--- config.mk ---
export PLATFORM = sky130hd
export DESIGN_NAME = alu_seq_flat
export DESIGN_NICKNAME = d
export VERILOG_FILES = /design/src/rtl/alu_seq_if.sv /design/src/rtl/alu_seq.sv /design/src/flat_wrapper.sv
export SDC_FILE = /design/constraint.sdc
export NUM_CORES = 1
export LEC_CHECK = 0
export ABC_AREA = 1
export CORE_MARGIN = 2
export CORE_UTILIZATION = 45
export CTS_BUF_LIST = sky130_fd_sc_hd__clkbuf_16
export DETAILED_ROUTE_END_ITERATION = 10
export GPL_TIMING_DRIVEN = 0
export HOLD_SLACK_MARGIN = 0.03
export PLACE_DENSITY = 0.69
export SKIP_LAST_GASP = 1
export SLEW_MARGIN = 40
export SYNTH_ARGS = -nofsm -noshare
export SYNTH_HDL_FRONTEND = slang
export SYNTH_SLANG_ARGS = --single-unit
--- constraint.sdc ---
create_clock -name clk -period 2.35 [get_ports clk]
set_input_delay 0.3525 -clock clk [delete_from_list [all_inputs] [get_ports clk]]
set_output_delay 0.3525 -clock clk [all_outputs]
set_load 0.01 [all_outputs]
--- src/rtl/alu_seq_if.sv ---
// Request/response bundle between the register-file read side, alu_seq and writeback.
// master = upstream/issue side, slave = the ALU itself.
interface alu_seq_if #(
  parameter int WIDTH = 16
);
  logic             in_valid;
  logic             in_ready;
  logic [3:0]       op;
  logic [WIDTH-1:0] a;
  logic [WIDTH-1:0] b;
  logic             out_valid;
  logic [WIDTH-1:0] result;
  logic             err;
  logic [4:0]       flags;
  logic             flags_wr;
  logic [4:0]       flags_in;

  modport master (
    output in_valid, op, a, b, flags_wr, flags_in,
    input  in_ready, out_valid, result, err, flags
  );

  modport slave (
    input  in_valid, op, a, b, flags_wr, flags_in,
    output in_ready, out_valid, result, err, flags
  );
endinterface

--- src/rtl/alu_seq.sv ---
// Registered ALU with a persistent {C,L,F,Z,N} flag register and iterative shifter.
// Single-cycle ops complete on the edge ending the accept cycle; shifts take one edge per bit.
module alu_seq #(
  parameter int WIDTH = 16,
  parameter int SHW   = $clog2(WIDTH) + 1
) (
  input logic       clk,
  input logic       rst_n,
  alu_seq_if.slave  bus
);

  localparam int MSB = WIDTH - 1;
  localparam int FC = 4, FL = 3, FF = 2, FZ = 1, FN = 0;

  localparam logic [3:0] OP_ADD  = 4'd0,  OP_ADDU = 4'd1,  OP_ADDC = 4'd2,  OP_SUB = 4'd3;
  localparam logic [3:0] OP_CMP  = 4'd4,  OP_AND  = 4'd5,  OP_OR   = 4'd6,  OP_XOR = 4'd7;
  localparam logic [3:0] OP_NOT  = 4'd8,  OP_LSH  = 4'd9,  OP_ASH  = 4'd10, OP_MOV = 4'd11;

  typedef enum logic {IDLE = 1'b0, SHIFT = 1'b1} state_t;

  state_t           state_reg, state_next;
  logic [MSB:0]     shv_reg, shv_next;
  logic [SHW-1:0]   cnt_reg, cnt_next;
  logic             left_reg, left_next;
  logic             arith_reg, arith_next;
  logic [MSB:0]     result_reg, result_next;
  logic [4:0]       flags_reg, flags_next;
  logic             out_valid_reg, out_valid_next;
  logic             err_reg, err_next;

  logic             accept;
  logic [WIDTH:0]   add_sum, addc_sum, sub_diff;
  logic [SHW-1:0]   sh_amt, sh_mag, sh_len;
  logic             sh_neg;
  logic [MSB:0]     step_src;
  logic             step_left, step_arith;
  logic [WIDTH:0]   step;          // {bit shifted out, shifted value}
  logic             set_zn, clr_clf;

  assign accept   = bus.in_valid && (state_reg == IDLE);
  assign add_sum  = {1'b0, bus.a} + {1'b0, bus.b};
  assign addc_sum = add_sum + {{WIDTH{1'b0}}, flags_reg[FC]};
  assign sub_diff = {1'b0, bus.a} - {1'b0, bus.b};

  // Shift amount is a signed field; magnitude is clipped so a full-width shift empties the word.
  assign sh_amt = bus.b[SHW-1:0];
  assign sh_neg = sh_amt[SHW-1];
  assign sh_mag = sh_neg ? (~sh_amt + SHW'(1)) : sh_amt;
  assign sh_len = (sh_mag > SHW'(WIDTH)) ? SHW'(WIDTH) : sh_mag;

  // One shared one-bit shifter: first bit comes from operand A, later bits from the working register.
  always_comb begin
    step_src   = bus.a;
    step_left  = ~sh_neg;
    step_arith = (bus.op == OP_ASH);
    if (state_reg == SHIFT) begin
      step_src   = shv_reg;
      step_left  = left_reg;
      step_arith = arith_reg;
    end
    if (step_left) begin
      step = {step_src, 1'b0};
    end else begin
      step = {step_src[0], step_arith & step_src[MSB], step_src[MSB:1]};
    end
  end

  always_comb begin
    state_next     = state_reg;
    shv_next       = shv_reg;
    cnt_next       = cnt_reg;
    left_next      = left_reg;
    arith_next     = arith_reg;
    result_next    = result_reg;
    flags_next     = flags_reg;
    out_valid_next = 1'b0;
    err_next       = err_reg;
    set_zn         = 1'b0;
    clr_clf        = 1'b0;

    unique case (state_reg)
      IDLE: begin
        if (accept) begin
          out_valid_next = 1'b1;
          err_next       = 1'b0;
          set_zn         = 1'b1;
          case (bus.op)
            OP_ADD: begin
              result_next    = add_sum[MSB:0];
              flags_next[FF] = (bus.a[MSB] == bus.b[MSB]) && (add_sum[MSB] != bus.a[MSB]);
              flags_next[FL] = 1'b0;
            end
            OP_ADDU: begin
              result_next    = add_sum[MSB:0];
              flags_next[FC] = add_sum[WIDTH];
              flags_next[FL] = 1'b0;
            end
            OP_ADDC: begin
              result_next    = addc_sum[MSB:0];
              flags_next[FC] = addc_sum[WIDTH];
              flags_next[FF] = (bus.a[MSB] == bus.b[MSB]) && (addc_sum[MSB] != bus.a[MSB]);
              flags_next[FL] = 1'b0;
            end
            OP_SUB: begin
              result_next    = sub_diff[MSB:0];
              flags_next[FC] = sub_diff[WIDTH];
              flags_next[FF] = (bus.a[MSB] != bus.b[MSB]) && (sub_diff[MSB] != bus.a[MSB]);
              flags_next[FL] = 1'b0;
            end
            OP_CMP: begin
              set_zn         = 1'b0;
              result_next    = bus.a;
              flags_next[FC] = 1'b0;
              flags_next[FF] = 1'b0;
              flags_next[FL] = bus.a < bus.b;
              flags_next[FN] = $signed(bus.a) < $signed(bus.b);
              flags_next[FZ] = bus.a == bus.b;
            end
            OP_AND: begin result_next = bus.a & bus.b; clr_clf = 1'b1; end
            OP_OR:  begin result_next = bus.a | bus.b; clr_clf = 1'b1; end
            OP_XOR: begin result_next = bus.a ^ bus.b; clr_clf = 1'b1; end
            OP_NOT: begin result_next = ~bus.a;        clr_clf = 1'b1; end
            OP_LSH, OP_ASH: begin
              if (sh_len == '0) begin
                result_next = bus.a;
                clr_clf     = 1'b1;
              end else if (sh_len == SHW'(1)) begin
                result_next    = step[MSB:0];
                clr_clf        = 1'b1;
                flags_next[FC] = step[WIDTH];
              end else begin
                out_valid_next = 1'b0;
                set_zn         = 1'b0;
                state_next     = SHIFT;
                shv_next       = step[MSB:0];
                cnt_next       = sh_len - SHW'(1);
                left_next      = ~sh_neg;
                arith_next     = (bus.op == OP_ASH);
              end
            end
            OP_MOV: result_next = bus.b;
            default: begin
              set_zn      = 1'b0;
              result_next = '0;
              err_next    = 1'b1;
            end
          endcase
        end
      end
      SHIFT: begin
        shv_next = step[MSB:0];
        cnt_next = cnt_reg - SHW'(1);
        if (cnt_reg == SHW'(1)) begin
          state_next     = IDLE;
          out_valid_next = 1'b1;
          err_next       = 1'b0;
          result_next    = step[MSB:0];
          clr_clf        = 1'b1;
          flags_next[FC] = step[WIDTH];
          set_zn         = 1'b1;
        end
      end
    endcase

    if (clr_clf) begin
      flags_next[FL] = 1'b0;
      flags_next[FF] = 1'b0;
      if (!(state_reg == SHIFT || sh_len != '0) || !accept) begin
        flags_next[FC] = flags_next[FC];
      end
    end
    if (clr_clf && (state_reg == IDLE) && (bus.op != OP_LSH) && (bus.op != OP_ASH)) begin
      flags_next[FC] = 1'b0;
    end
    if (clr_clf && (state_reg == IDLE) && (sh_len == '0) && ((bus.op == OP_LSH) || (bus.op == OP_ASH))) begin
      flags_next[FC] = 1'b0;
    end
    if (set_zn) begin
      flags_next[FZ] = (result_next == '0);
      flags_next[FN] = result_next[MSB];
    end
    // A context restore overrides whatever the completing op computed.
    if (bus.flags_wr) begin
      flags_next = bus.flags_in;
    end
  end

  always_ff @(posedge clk or negedge rst_n) begin
    if (!rst_n) begin
      state_reg     <= IDLE;
      shv_reg       <= '0;
      cnt_reg       <= '0;
      left_reg      <= 1'b0;
      arith_reg     <= 1'b0;
      result_reg    <= '0;
      flags_reg     <= '0;
      out_valid_reg <= 1'b0;
      err_reg       <= 1'b0;
    end else begin
      state_reg     <= state_next;
      shv_reg       <= shv_next;
      cnt_reg       <= cnt_next;
      left_reg      <= left_next;
      arith_reg     <= arith_next;
      result_reg    <= result_next;
      flags_reg     <= flags_next;
      out_valid_reg <= out_valid_next;
      err_reg       <= err_next;
    end
  end

  assign bus.in_ready  = (state_reg == IDLE);
  assign bus.out_valid = out_valid_reg;
  assign bus.result    = result_reg;
  assign bus.err       = err_reg;
  assign bus.flags     = flags_reg;

endmodule

--- src/flat_wrapper.sv ---
// flat-port wrapper written by rule: the top's interface ports become plain ports
module alu_seq_flat 
#(
  parameter int WIDTH = 16,
  parameter int SHW   = $clog2(WIDTH) + 1
)
  (clk, rst_n, bus_in_valid, bus_op, bus_a, bus_b, bus_flags_wr, bus_flags_in, bus_in_ready, bus_out_valid, bus_result, bus_err, bus_flags);
  alu_seq_if #(.WIDTH(WIDTH)) bus_i ();
  input logic clk;
  input logic rst_n;
  input wire logic [$bits(bus_i.in_valid)-1:0] bus_in_valid;
  input wire logic [$bits(bus_i.op)-1:0] bus_op;
  input wire logic [$bits(bus_i.a)-1:0] bus_a;
  input wire logic [$bits(bus_i.b)-1:0] bus_b;
  input wire logic [$bits(bus_i.flags_wr)-1:0] bus_flags_wr;
  input wire logic [$bits(bus_i.flags_in)-1:0] bus_flags_in;
  output wire logic [$bits(bus_i.in_ready)-1:0] bus_in_ready;
  output wire logic [$bits(bus_i.out_valid)-1:0] bus_out_valid;
  output wire logic [$bits(bus_i.result)-1:0] bus_result;
  output wire logic [$bits(bus_i.err)-1:0] bus_err;
  output wire logic [$bits(bus_i.flags)-1:0] bus_flags;
  assign bus_i.in_valid = bus_in_valid;
  assign bus_i.op = bus_op;
  assign bus_i.a = bus_a;
  assign bus_i.b = bus_b;
  assign bus_i.flags_wr = bus_flags_wr;
  assign bus_i.flags_in = bus_flags_in;
  assign bus_in_ready = bus_i.in_ready;
  assign bus_out_valid = bus_i.out_valid;
  assign bus_result = bus_i.result;
  assign bus_err = bus_i.err;
  assign bus_flags = bus_i.flags;
  alu_seq #(.WIDTH(WIDTH), .SHW(SHW)) u_core (.clk(clk), .rst_n(rst_n), .bus(bus_i));
endmodule
# ---- After elaboration in Yosys (flattened, before gate mapping)
# Index checks and enable logic that the tools add are counted.
dict set report totals {
  wordCells 148
  regBits 47
  in_bits 45
}
dict set report op_classes {
  n_eq_ne 28
  order_cmp 3
  bitwise_logic 10
  muxes 59
  addsub 6
  reduce_logical 30
}
# operator n
set ops {}
lappend ops {{$pmux W16 S10} 1}
lappend ops {{$mux W16} 9}
lappend ops {{$pmux W16 S2} 2}
lappend ops {{$mux W5} 8}
lappend ops {{$lt A16 B16 Y1} 2}
lappend ops {{$mux W1} 22}
lappend ops {{$pmux W1 S2} 9}
lappend ops {{$add A16 B16 Y17} 1}
lappend ops {{$add A17 B1 Y17} 1}
lappend ops {{$mux W17} 1}
lappend ops {{$sub A16 B16 Y17} 1}
lappend ops {{$and A16 B16 Y16} 1}
lappend ops {{$eq A16 B16 Y1} 1}
lappend ops {{$eq A4 B3 Y1 const B} 4}
lappend ops {{$eq A4 B4 Y1 const B} 4}
lappend ops {{$logic_not A16 Y1} 1}
lappend ops {{$not A16 Y16} 1}
lappend ops {{$or A16 B16 Y16} 1}
lappend ops {{$xor A16 B16 Y16} 1}
lappend ops {{$reduce_or A12 Y1} 1}
lappend ops {{$eq A5 B1 Y1 const B} 2}
lappend ops {{$pmux W5 S2} 1}
lappend ops {{$sub A5 B1 Y5 const B} 2}
lappend ops {{$logic_and A1 B1 Y1} 9}
lappend ops {{30 further kinds} 50}

# ---- Longest topological paths before layout
dict set report depth {
  depth_word 17
  mapped_depth 29
}

# ---- Least setup slack after synthesis
# OpenSTA, ideal clock, no wires.
dict set report synth_path {
  kind {input port to flip-flop}
  from {in bus_b[1]}
  to {reg u_core.flags_reg[1] (netlist: u_core.bus.flags[1])}
  t_arrival_ns 2.760
  path_slack_ns -0.476
  path_buffers 1
  t_required_ns 2.284
  path_stages 24
  path_cell_list {inv_1 ha_1 nand2_1 o21ai_0 or2_2 o21ai_0 nand2_1 ha_1 inv_1 nor2_2 nand3_4 buf_6 nor2_2 a21oi_1 nand2_1 a21oi_2 nand3_1 nor2_1 nand3_1 nor2_1 nand4_1 nand2_1 nand2_1 nand2_1}
}
dict set report synth_via {
  elab_chain_len 14
}
# element line
set synth_lines {}
lappend synth_lines {{from (decl)} flat_wrapper.sv:14} ;# input wire logic [$bits(bus_i.b)-1:0] bus_b;
lappend synth_lines {{$not A5 Y5} alu_seq.sv:48} ;# assign sh_mag = sh_neg ? (~sh_amt + SHW'(1)) : sh_amt;
lappend synth_lines {{$add A5 B1 Y5} alu_seq.sv:48}
lappend synth_lines {{$mux W5} alu_seq.sv:48}
lappend synth_lines {{$gt A5 B5 Y1} alu_seq.sv:49} ;# assign sh_len = (sh_mag > SHW'(WIDTH)) ? SHW'(WIDTH) : sh_mag;
lappend synth_lines {{$mux W5} alu_seq.sv:49}
lappend synth_lines {{$eq A5 B1 Y1} alu_seq.sv:127} ;# end else if (sh_len == SHW'(1)) begin
lappend synth_lines {{$mux W16} alu_seq.sv:127}
lappend synth_lines {{$mux W16} alu_seq.sv:124} ;# if (sh_len == '0) begin
lappend synth_lines {{$pmux W16 S10} alu_seq.sv:87} ;# case (bus.op)
lappend synth_lines {{$mux W16} alu_seq.sv:83} ;# if (accept) begin
lappend synth_lines {{$pmux W16 S2} alu_seq.sv:81} ;# unique case (state_reg)
lappend synth_lines {{$logic_not A16 Y1} alu_seq.sv:179} ;# flags_next[FZ] = (result_next == '0);
lappend synth_lines {{$mux W2} alu_seq.sv:178} ;# if (set_zn) begin
lappend synth_lines {{$mux W5} alu_seq.sv:183} ;# if (bus.flags_wr) begin
lappend synth_lines {{to (signal assigned)} alu_seq.sv:206} ;# flags_reg <= flags_next;
lappend synth_lines {{to (decl)} alu_seq.sv:27} ;# logic [4:0] flags_reg, flags_next;
# Parallel ways exist; a longest one is shown, timed or not. The select of a mux whose other input is x is not followed.
# A chain may end at the register's enable or synchronous reset.

# ---- Final worst setup path
# Same ends and word-level chain as after synthesis.

==> impl_summary.md <==
Timing
The number of hold violations in the final report is 0. The worst clock skew is 0.00965 ns. The pin slew with the least headroom to its limit is 0.852 ns. The count of final setup violators is 40. The period utilization is 125%.

Timing would allow up to 341 MHz. Setup repair after global routing could not meet its margin everywhere. The final-report max-slew violation count is 0. The post-route minimum period is 2.93 ns. After layout, the worst setup slack is -0.582 ns. Measured against its own limit, the worst slew margin works out to 43.0%.

Clocking
The number of buffers created by CTS is 5. No sink is reached through more buffers than the 2 on the longest clock path. The total number of clock tree sinks is 47. TritonCTS built the clock tree. In this run the number of H-tree levels came out at 2.

The clock transition at the registers of the reported paths is 0.07 ns. The tree is rooted in a sky130_fd_sc_hd__clkbuf_16. The clock latency at the later pin of the worst-skew pair is 0.29 ns.

Layout
The final layout contains 1502 nets. Summing all multi-input logic gate instances after layout gives 0.00622 mm2. Once layout is done, the placed cells without fillers occupy 0.0101 mm2. In the layout the commonest cells are sky130_fd_sc_hd__nand2_1, sky130_fd_sc_hd__inv_1, sky130_fd_sc_hd__nor2_1. Of the cells placed in the final design, the portion with a size suffix greater than 1 is 29.3%. The fill cell instance count of the final layout is 1565. Once layout is complete, the utilization of the core stands at 62.9%. In the final layout, flip-flops and latches occupy 0.00118 mm2. The final non-filler cell total is 1614.

The repair_antennas step left the layout with diodes totalling 0. The post-synthesis to final-layout area growth is 35.8%. The library cell used most frequently in the layout, excluding fill and tap cells, is sky130_fd_sc_hd__nand2_1.

Worst setup path
The critical path launch point type is a primary input. The signal arrival time at the worst endpoint is 3.17 ns. The critical path in this run is classified as in2reg. The slowest stage of the critical path is the sky130_fd_sc_hd__or2_4 cell. In this design, the stage delay of the slowest critical-path cell is 0.26 ns. The required arrival time at the worst endpoint is 2.59 ns.

Of all nets on the critical path, the largest fanout is 7. The destination of the worst register-to-register timing path is u_core.bus.flags[1]$_DFFE_PN0P_. The most numerous cell type found on the critical path is sky130_fd_sc_hd__nand2_1. The worst flop-to-flop path startpoint is u_core.state_reg$_DFF_PN0_. The kind of capture point of the worst setup path is a flip-flop. The worst-case register-to-register setup slack is -0.27 ns. Measured in cells, the most critical reg-to-reg path has a length of 15.

Min path
The worst min-delay path category is in2async.

Floorplan
The die width is 132 um. The area of the die is 0.0175 mm2. The core area is 0.0160 mm2. The number of top-level pins is 69. The die is 132 um tall. The starting utilization of the core area is 46.3%. The number of rows in the core area is 46.

Global route
The remaining global-route overflow is 0. The via count of the first global-routing pass is 8509. The first global-routing pass estimated 45.6 mm of wire. Global routing consumed, over all layers together, 32.8% of the routing resources. The number of antenna violations at the first check in global routing is 0.

The largest net degree at the start of global routing is 38.

Synth
Averaged over all synthesized cells, the footprint is 5.91 um2. The synthesized netlist occupies a cell area of 0.00741 mm2. Synthesis inferred 47 register bits. The number of distinct standard cells referenced by the synthesized netlist is 57. The sequential share of the synthesized area is 15.9%. Counting flops with an async set or reset pin after synthesis yields a share of 100%. During synthesis, Yosys emitted a total of 0 warnings.

The count of flip-flops with a built-in enable after synthesis is 0. The synthesized net count is 1357. Among all flip-flop cells after synthesis, the most frequent one is sky130_fd_sc_hd__dfrtp_1. Synthesis handed over a netlist of 1254 instances.

Drt
After detailed routing, the average wire length per cell comes to 18.7 um. In this run, the number of DRC markers left after iteration 0 of detailed routing was 952. The count of antenna-violating nets left after detailed routing is 0. For this run, design rule violations remaining after detail routing come to 0.

The first-pass detailed-route iteration total is 6. The routed layout has 9304 vias. In the routed layout, each cell is associated on average with a via count of 5.76. The routed wire length is 30.1 mm.

Status
The checks that failed: setup timing. The flow ran to the end, but the final reports show violations.

Placed design
The detailed placement HPWL is 22.7 mm. At the end of routability-driven placement, the weighted congestion stood at 0.999. Once placement finished, the instance area stood at 0.00847 mm2. The count of buffers added on input and output ports is 68.

Including well taps, the total number of placed cells is 1539.

Pwr
Dividing total power by cell area gives a power density of 679 mW/mm2. VDD sags by at most 0.642 mV. The leakage power of the design is 4.99 nW.

Job
The max-capacitance violation count is 0.
-- stage by stage --
step | setup slack (ns) | power, mW | TNS [ns] | hold WS, ns
finish | -0.582 | 6.83 | -9.92 | 0.434
detailed placement | -1.76 | 5.23 | -60.72 | 0.205
CTS | -0.513 | 6.26 | -5.79 | 0.440
floorplan | -0.355 | 3.94 | -6.36 | 0.0569
global placement | -1.75 | 5.19 | -83.34 | 0.466
global route | -0.751 | 7.30 | -14.64 | 0.470
-- worst max-delay path, delay by kind of cell --
| kind | cells | cell delay, ns |
|---|---|---|
| buffers and inverters | 4 | 0.41 |
| and+or+nand+nor | 15 | 1.47 |
| AOI/OAI and AO/OA | 4 | 0.49 |
| adders and majority gates | 2 | 0.44 |
-- timing repair --
action	CTS	global route
hold buffers	1	0
endpoints found under the setup margin	46	45
gates resized for setup	236	140
pin swaps	79	74
hold endpoints to repair	10	0
gates cloned	5	1
setup buffers	50	14
-- power breakdown --
part	switching, mW	total, mW	internal, mW
logic	2.90	4.75	1.85
registers	0.232	1.39	1.16
clock network	0.308	0.687	0.379
-- Yosys cell counts (4+ instances only) --
master | number | area (um2)
sky130_fd_sc_hd__nor2_4 | 4 | 45.0
sky130_fd_sc_hd__o21ai_1 | 10 | 50.1
sky130_fd_sc_hd__nand3_2 | 12 | 120
sky130_fd_sc_hd__nand3b_1 | 4 | 30.0
sky130_fd_sc_hd__dfrtp_1 | 47 | 1180
sky130_fd_sc_hd__nand3_1 | 75 | 375
sky130_fd_sc_hd__buf_6 | 11 | 124
sky130_fd_sc_hd__clkbuf_1 | 6 | 22.5
sky130_fd_sc_hd__nand2_4 | 8 | 90.1
sky130_fd_sc_hd__nand2_1 | 400 | 1500
sky130_fd_sc_hd__a21oi_2 | 4 | 35.0
sky130_fd_sc_hd__a21oi_1 | 43 | 215
sky130_fd_sc_hd__nor2_2 | 13 | 81.3
sky130_fd_sc_hd__inv_2 | 20 | 75.1
sky130_fd_sc_hd__o31ai_1 | 4 | 30.0
sky130_fd_sc_hd__o211ai_1 | 5 | 37.5
sky130_fd_sc_hd__nand4_1 | 30 | 188
sky130_fd_sc_hd__o21bai_1 | 6 | 45.0
sky130_fd_sc_hd__o22ai_1 | 19 | 119
sky130_fd_sc_hd__nand2_2 | 23 | 144
sky130_fd_sc_hd__buf_2 | 12 | 60.1
sky130_fd_sc_hd__o21ai_0 | 91 | 455
sky130_fd_sc_hd__inv_1 | 144 | 541
sky130_fd_sc_hd__buf_4 | 10 | 75.1
sky130_fd_sc_hd__a31oi_1 | 6 | 37.5
sky130_fd_sc_hd__nor3_1 | 18 | 90.1
sky130_fd_sc_hd__o21ai_2 | 5 | 43.8
sky130_fd_sc_hd__ha_1 | 56 | 701
sky130_fd_sc_hd__nor2_1 | 120 | 450
-- logic make-up after synthesis --
group,Yosys count,share of synthesized area (%)
compound gates,219,17.6
xor+xnor,1,0.118
fa+ha+maj,58,10.0
buf+inv,208,12.5
flops,47,15.9
simple gates,721,43.9
-- per-layer routing --
layer	wire length, um	track usage (%)	share of wire (%)
met4	1170	11.8	3.9
met5	0	0	0
met1	12900	45.8	43
met3	2850	4.77	9.4
met2	13200	51.6	44
-- layout make-up --
class,count,share of cell area [%]
plain buffers,38,3.42
clock inverters,1,0.0373
inverters,169,6.91
flip-flops and latches,47,11.7
clock buffers,5,1.24
multi-input cells,999,61.8
repair buffers,139,12.2
well taps,216,2.69
-- worst max path at each step --
stage	from	slack, ns	to	depth (start not counted)
2_1_floorplan	bus_b[1]	-0.35	u_core.bus.flags[1]$_DFFE_PN0P_	26
3_3_place_gp	bus_b[1]	-1.75	u_core.bus.flags[1]$_DFFE_PN0P_	27
3_5_place_dp	bus_b[1]	-1.76	u_core.bus.flags[1]$_DFFE_PN0P_	27
4_1_cts	bus_b[1]	-0.51	u_core.bus.flags[1]$_DFFE_PN0P_	26
5_1_grt	bus_b[1]	-0.75	u_core.bus.flags[1]$_DFFE_PN0P_	26
6_report	bus_b[1]	-0.58	u_core.bus.flags[1]$_DFFE_PN0P_	25
No activity file was read; power rests on OpenSTA's default activity.
==> edit: new RTL, same flow settings <==
`WIDTH` is set to 16 in 3 places; all go to 8.
--- a/src/rtl/alu_seq_if.sv
+++ b/src/rtl/alu_seq_if.sv
@@ -1,7 +1,7 @@
 // Request/response bundle between the register-file read side, alu_seq and writeback.
 // master = upstream/issue side, slave = the ALU itself.
 interface alu_seq_if #(
-  parameter int WIDTH = 16
+  parameter int WIDTH = 8
 );
   logic             in_valid;
   logic             in_ready;
--- a/src/rtl/alu_seq.sv
+++ b/src/rtl/alu_seq.sv
@@ -1,7 +1,7 @@
 // Registered ALU with a persistent {C,L,F,Z,N} flag register and iterative shifter.
 // Single-cycle ops complete on the edge ending the accept cycle; shifts take one edge per bit.
 module alu_seq #(
-  parameter int WIDTH = 16,
+  parameter int WIDTH = 8,
   parameter int SHW   = $clog2(WIDTH) + 1
 ) (
   input logic       clk,
--- a/src/flat_wrapper.sv
+++ b/src/flat_wrapper.sv
@@ -1,7 +1,7 @@
 // flat-port wrapper written by rule: the top's interface ports become plain ports
 module alu_seq_flat 
 #(
-  parameter int WIDTH = 16,
+  parameter int WIDTH = 8,
   parameter int SHW   = $clog2(WIDTH) + 1
 )
   (clk, rst_n, bus_in_valid, bus_op, bus_a, bus_b, bus_flags_wr, bus_flags_in, bus_in_ready, bus_out_valid, bus_result, bus_err, bus_flags);
Interface: changed (resized bus_a, bus_b and bus_result); port bits go from 69 to 45. The function was not compared with the original's and may differ.
==> edit against the unedited design <==
- the run still ends with negative setup slack left
- worst setup slack gained 510 ps
- fmax grew 21%
- design area shrank 46%
- count of clock-buffer cells in the layout is the same
- first-iteration DRC count shrank 60%
- wire length shrank 52%
- die area shrank 44%
- sequential cell count shrank 17
- synthesized area shrank 45%
- total power shrank 43%
- register-to-register slack gained 260 ps
- largest power group unchanged
==> edit: results (changes against the unedited design) <==
* Run status: finished, violations left (unchanged)
* Violated checks: negative setup slack (unchanged)
* Port-buffer cells at 44 (was 68)
* Total GRT Usage at 28.2% (was 32.8%)
* Final setup fails at 1 (was 40)
* Vias in the first global route at 4559 (was 8509)
* Leak at 2.81 nW (was 4.99 nW)
* CTS Buf Count at 5 (unchanged)
* Syn_area_per_cell at 5.69 µm² (was 5.91 µm²)
* Worst EP arrival at 2640 ps (was 3170 ps)
* Part of the Yosys area used for sequential elements at 18.6% (was 15.9%)
* Post-synth top cells: 238 x nand2_1, 101 x inv_1, 87 x nor2_1, 60 x nand3_1, 43 x o21ai_0 (was 400 x nand2_1, 144 x inv_1, 120 x nor2_1, 91 x o21ai_0, 75 x nand3_1)
* Post-synthesis cell type count at 42 (was 57)
* Worst path max stage delay at 570 ps (was 260 ps)
* Worst Hold Depth at 2
* Crit-path max FO at 7 (unchanged)
* Placer congestion estimate at 0.920 (was 0.999)
* Adder-cell share of the synthesized area at 10.6% (was 10.0%)
* Via count at 4960 (was 9304)
* Xor/xnor share of the synthesized area at 0.433% (was 0.118%)
* Synth Area in Compound Gates at 12.2% (was 17.6%)
* Nets at 855 (was 1502)
* DRT Pass-1 Iters at 5 (was 6)
* CTS max path bufs at 2 (unchanged)
* Hold crit path type: input pin to flop (was input pin to asynchronous set/reset pin)
* Syn Nets at 773 (was 1357)
* Non-Filler Instances at 902 (was 1614)
* Slew headroom at 59.1% (was 43.0%)
* Main synth FF type: dfrtp_1 (unchanged)
* YS warnings at 0 (unchanged)
* Synth async-reset ratio at 100% (unchanged)
* Share of layout cells above drive strength 1 at 21.9% (was 29.3%)
* DRT Wirelength at 14600 µm (was 30100 µm)
* H-tree depth at 2 (unchanged)
* Dpl ws at -1120 ps (was -1760 ps)
* Initial antenna violation count at 0 (unchanged)
* Dpl cells at 864 (was 1539)
* Largest net degree at the start of global routing at 23 (was 38)
* Layout Skew at 3.65 ps (was 9.65 ps)
* Clock insertion delay at the later pin of the skew report at 280 ps
* Clock Root Buffer: clkbuf_16 (unchanged)
* Internal Power at 2.09 mW (was 3.38 mW)
* Detailed Place HPWL at 10600 µm (was 22700 µm)
* Setup WS post-layout at -76.3 ps (was -582 ps)
* Mux share of post-synthesis cell area at 0.557% (was 0%)
* R2r worst-path depth at 13 (was 15)
* First-pass GRT wire length at 22100 µm (was 45600 µm)
* CTS clock-pin slew for the worst setup and hold paths at 50 ps (was 70 ps)
* Fill count at 818 (was 1565)
* Peak supply drop at 0.607 mV (was 0.642 mV)
* Leading cell types by total area after synthesis: nand2_1 22%, dfrtp_1 19%, ha_1 9.6%, inv_1 9.4%, nor2_1 8.1% (was nand2_1 20%, dfrtp_1 16%, ha_1 9.5%, inv_1 7.3%, o21ai_0 6.1%)
* Critical path's top delay family: simple AND/OR/NAND/NOR gates (unchanged)
* Critical Path Slowest Stage Cell: fa_2 (was or2_4)
* Ant diodes at 0 (unchanged)
* Starting DRT DRC Count at 377 (was 952)
## edit: changes by cell type after synthesis, moves of 16 or more
cell / unedited run / this run
o22ai_1: 19 / 1
o21ai_0: 91 / 43
ha_1: 56 / 31
nand2_2: 23 / 7
inv_1: 144 / 101
nor2_1: 120 / 87
dfrtp_1: 47 / 30
a21oi_1: 43 / 14
nand4_1: 30 / 11
nand2_1: 400 / 238
## edit: worst paths after layout
path	from	end	slack, ps
max reg2reg	u_core.cnt_reg[1]	u_core.bus.flags[1]	-10
min reg2reg	u_core.arith_reg	u_core.arith_reg	480
max in group asynchronous	rst_n	u_core.cnt_reg[3]	1490
max	bus_b[0]	u_core.bus.flags[1]	-80
min	bus_b[3]	u_core.left_reg	360
min in group asynchronous	rst_n	u_core.bus.flags[3]	470
## edit: cell type report
class	instances	area, µm²	area share (%)
multi-input combinational	551	3180	58.2
timing repair buffer	75	684	12.5
clock buffer	5	125	2.29
inverter	113	460	8.43
clock inverter	3	12.5	0.229
buffer	16	106	1.95
sequential	30	751	13.7
timing repair inverter	1	6.26	0.115
tap	108	135	2.47
## edit: routing by layer
metal  up-vias  track usage, %  part of all wire (%)
met5         -               0                     0
met4         0            10.9                   2.9
met3        35            3.97                   6.7
met2       209            45.8                    47
met1      2299            37.9                    43
li1       2417               -                     -
## edit: cells by family after synthesis
group                      count (synthesis)
and+or+nand+nor                          426
xor gates and xnor gates                   2
muxes                                      1
adders and majority gates                 33
DFF                                       30
buffers and inverters                    131
AOI/OAI and AO/OA                         88
## edit: through the flow
stage                     instance area, µm²  util, %  power, mW  hold slack, ps  TNS, ps
after floorplan                         4040        -       2.17            56.9        0
after global placement                  4620     53.0       2.83             463   -19540
after detailed placement                4640     53.2       2.87             237   -20090
after CTS                               5020     57.5       3.59             473     -198
after global routing                    5460     62.6       4.15             406     -292
final                                   5460     62.6       3.87             356    -76.3
## edit: what timing repair did
| item | 4_1_cts | 5_1_grt |
|---|---|---|
| pin swaps | 22 | 44 |
| gates cloned | 1 | 2 |
| setup buffers | 10 | 18 |
| endpoints found under the hold margin | 8 | 0 |
| gates resized for setup | 92 | 97 |
| hold buffers | 1 | 0 |
| setup endpoints to repair | 25 | 20 |
## edit: power groups by stage
| stage | Clock (mW) | Combinational, mW | Sequential, mW |
|---|---|---|---|
| after floorplan | 0 | 1.26 | 0.910 |
| after global placement | 0 | 1.95 | 0.886 |
| after detailed placement | 0 | 1.98 | 0.895 |
| after global routing | 0.644 | 2.59 | 0.925 |
| final | 0.618 | 2.36 | 0.892 |
| after CTS | 0.612 | 2.09 | 0.889 |
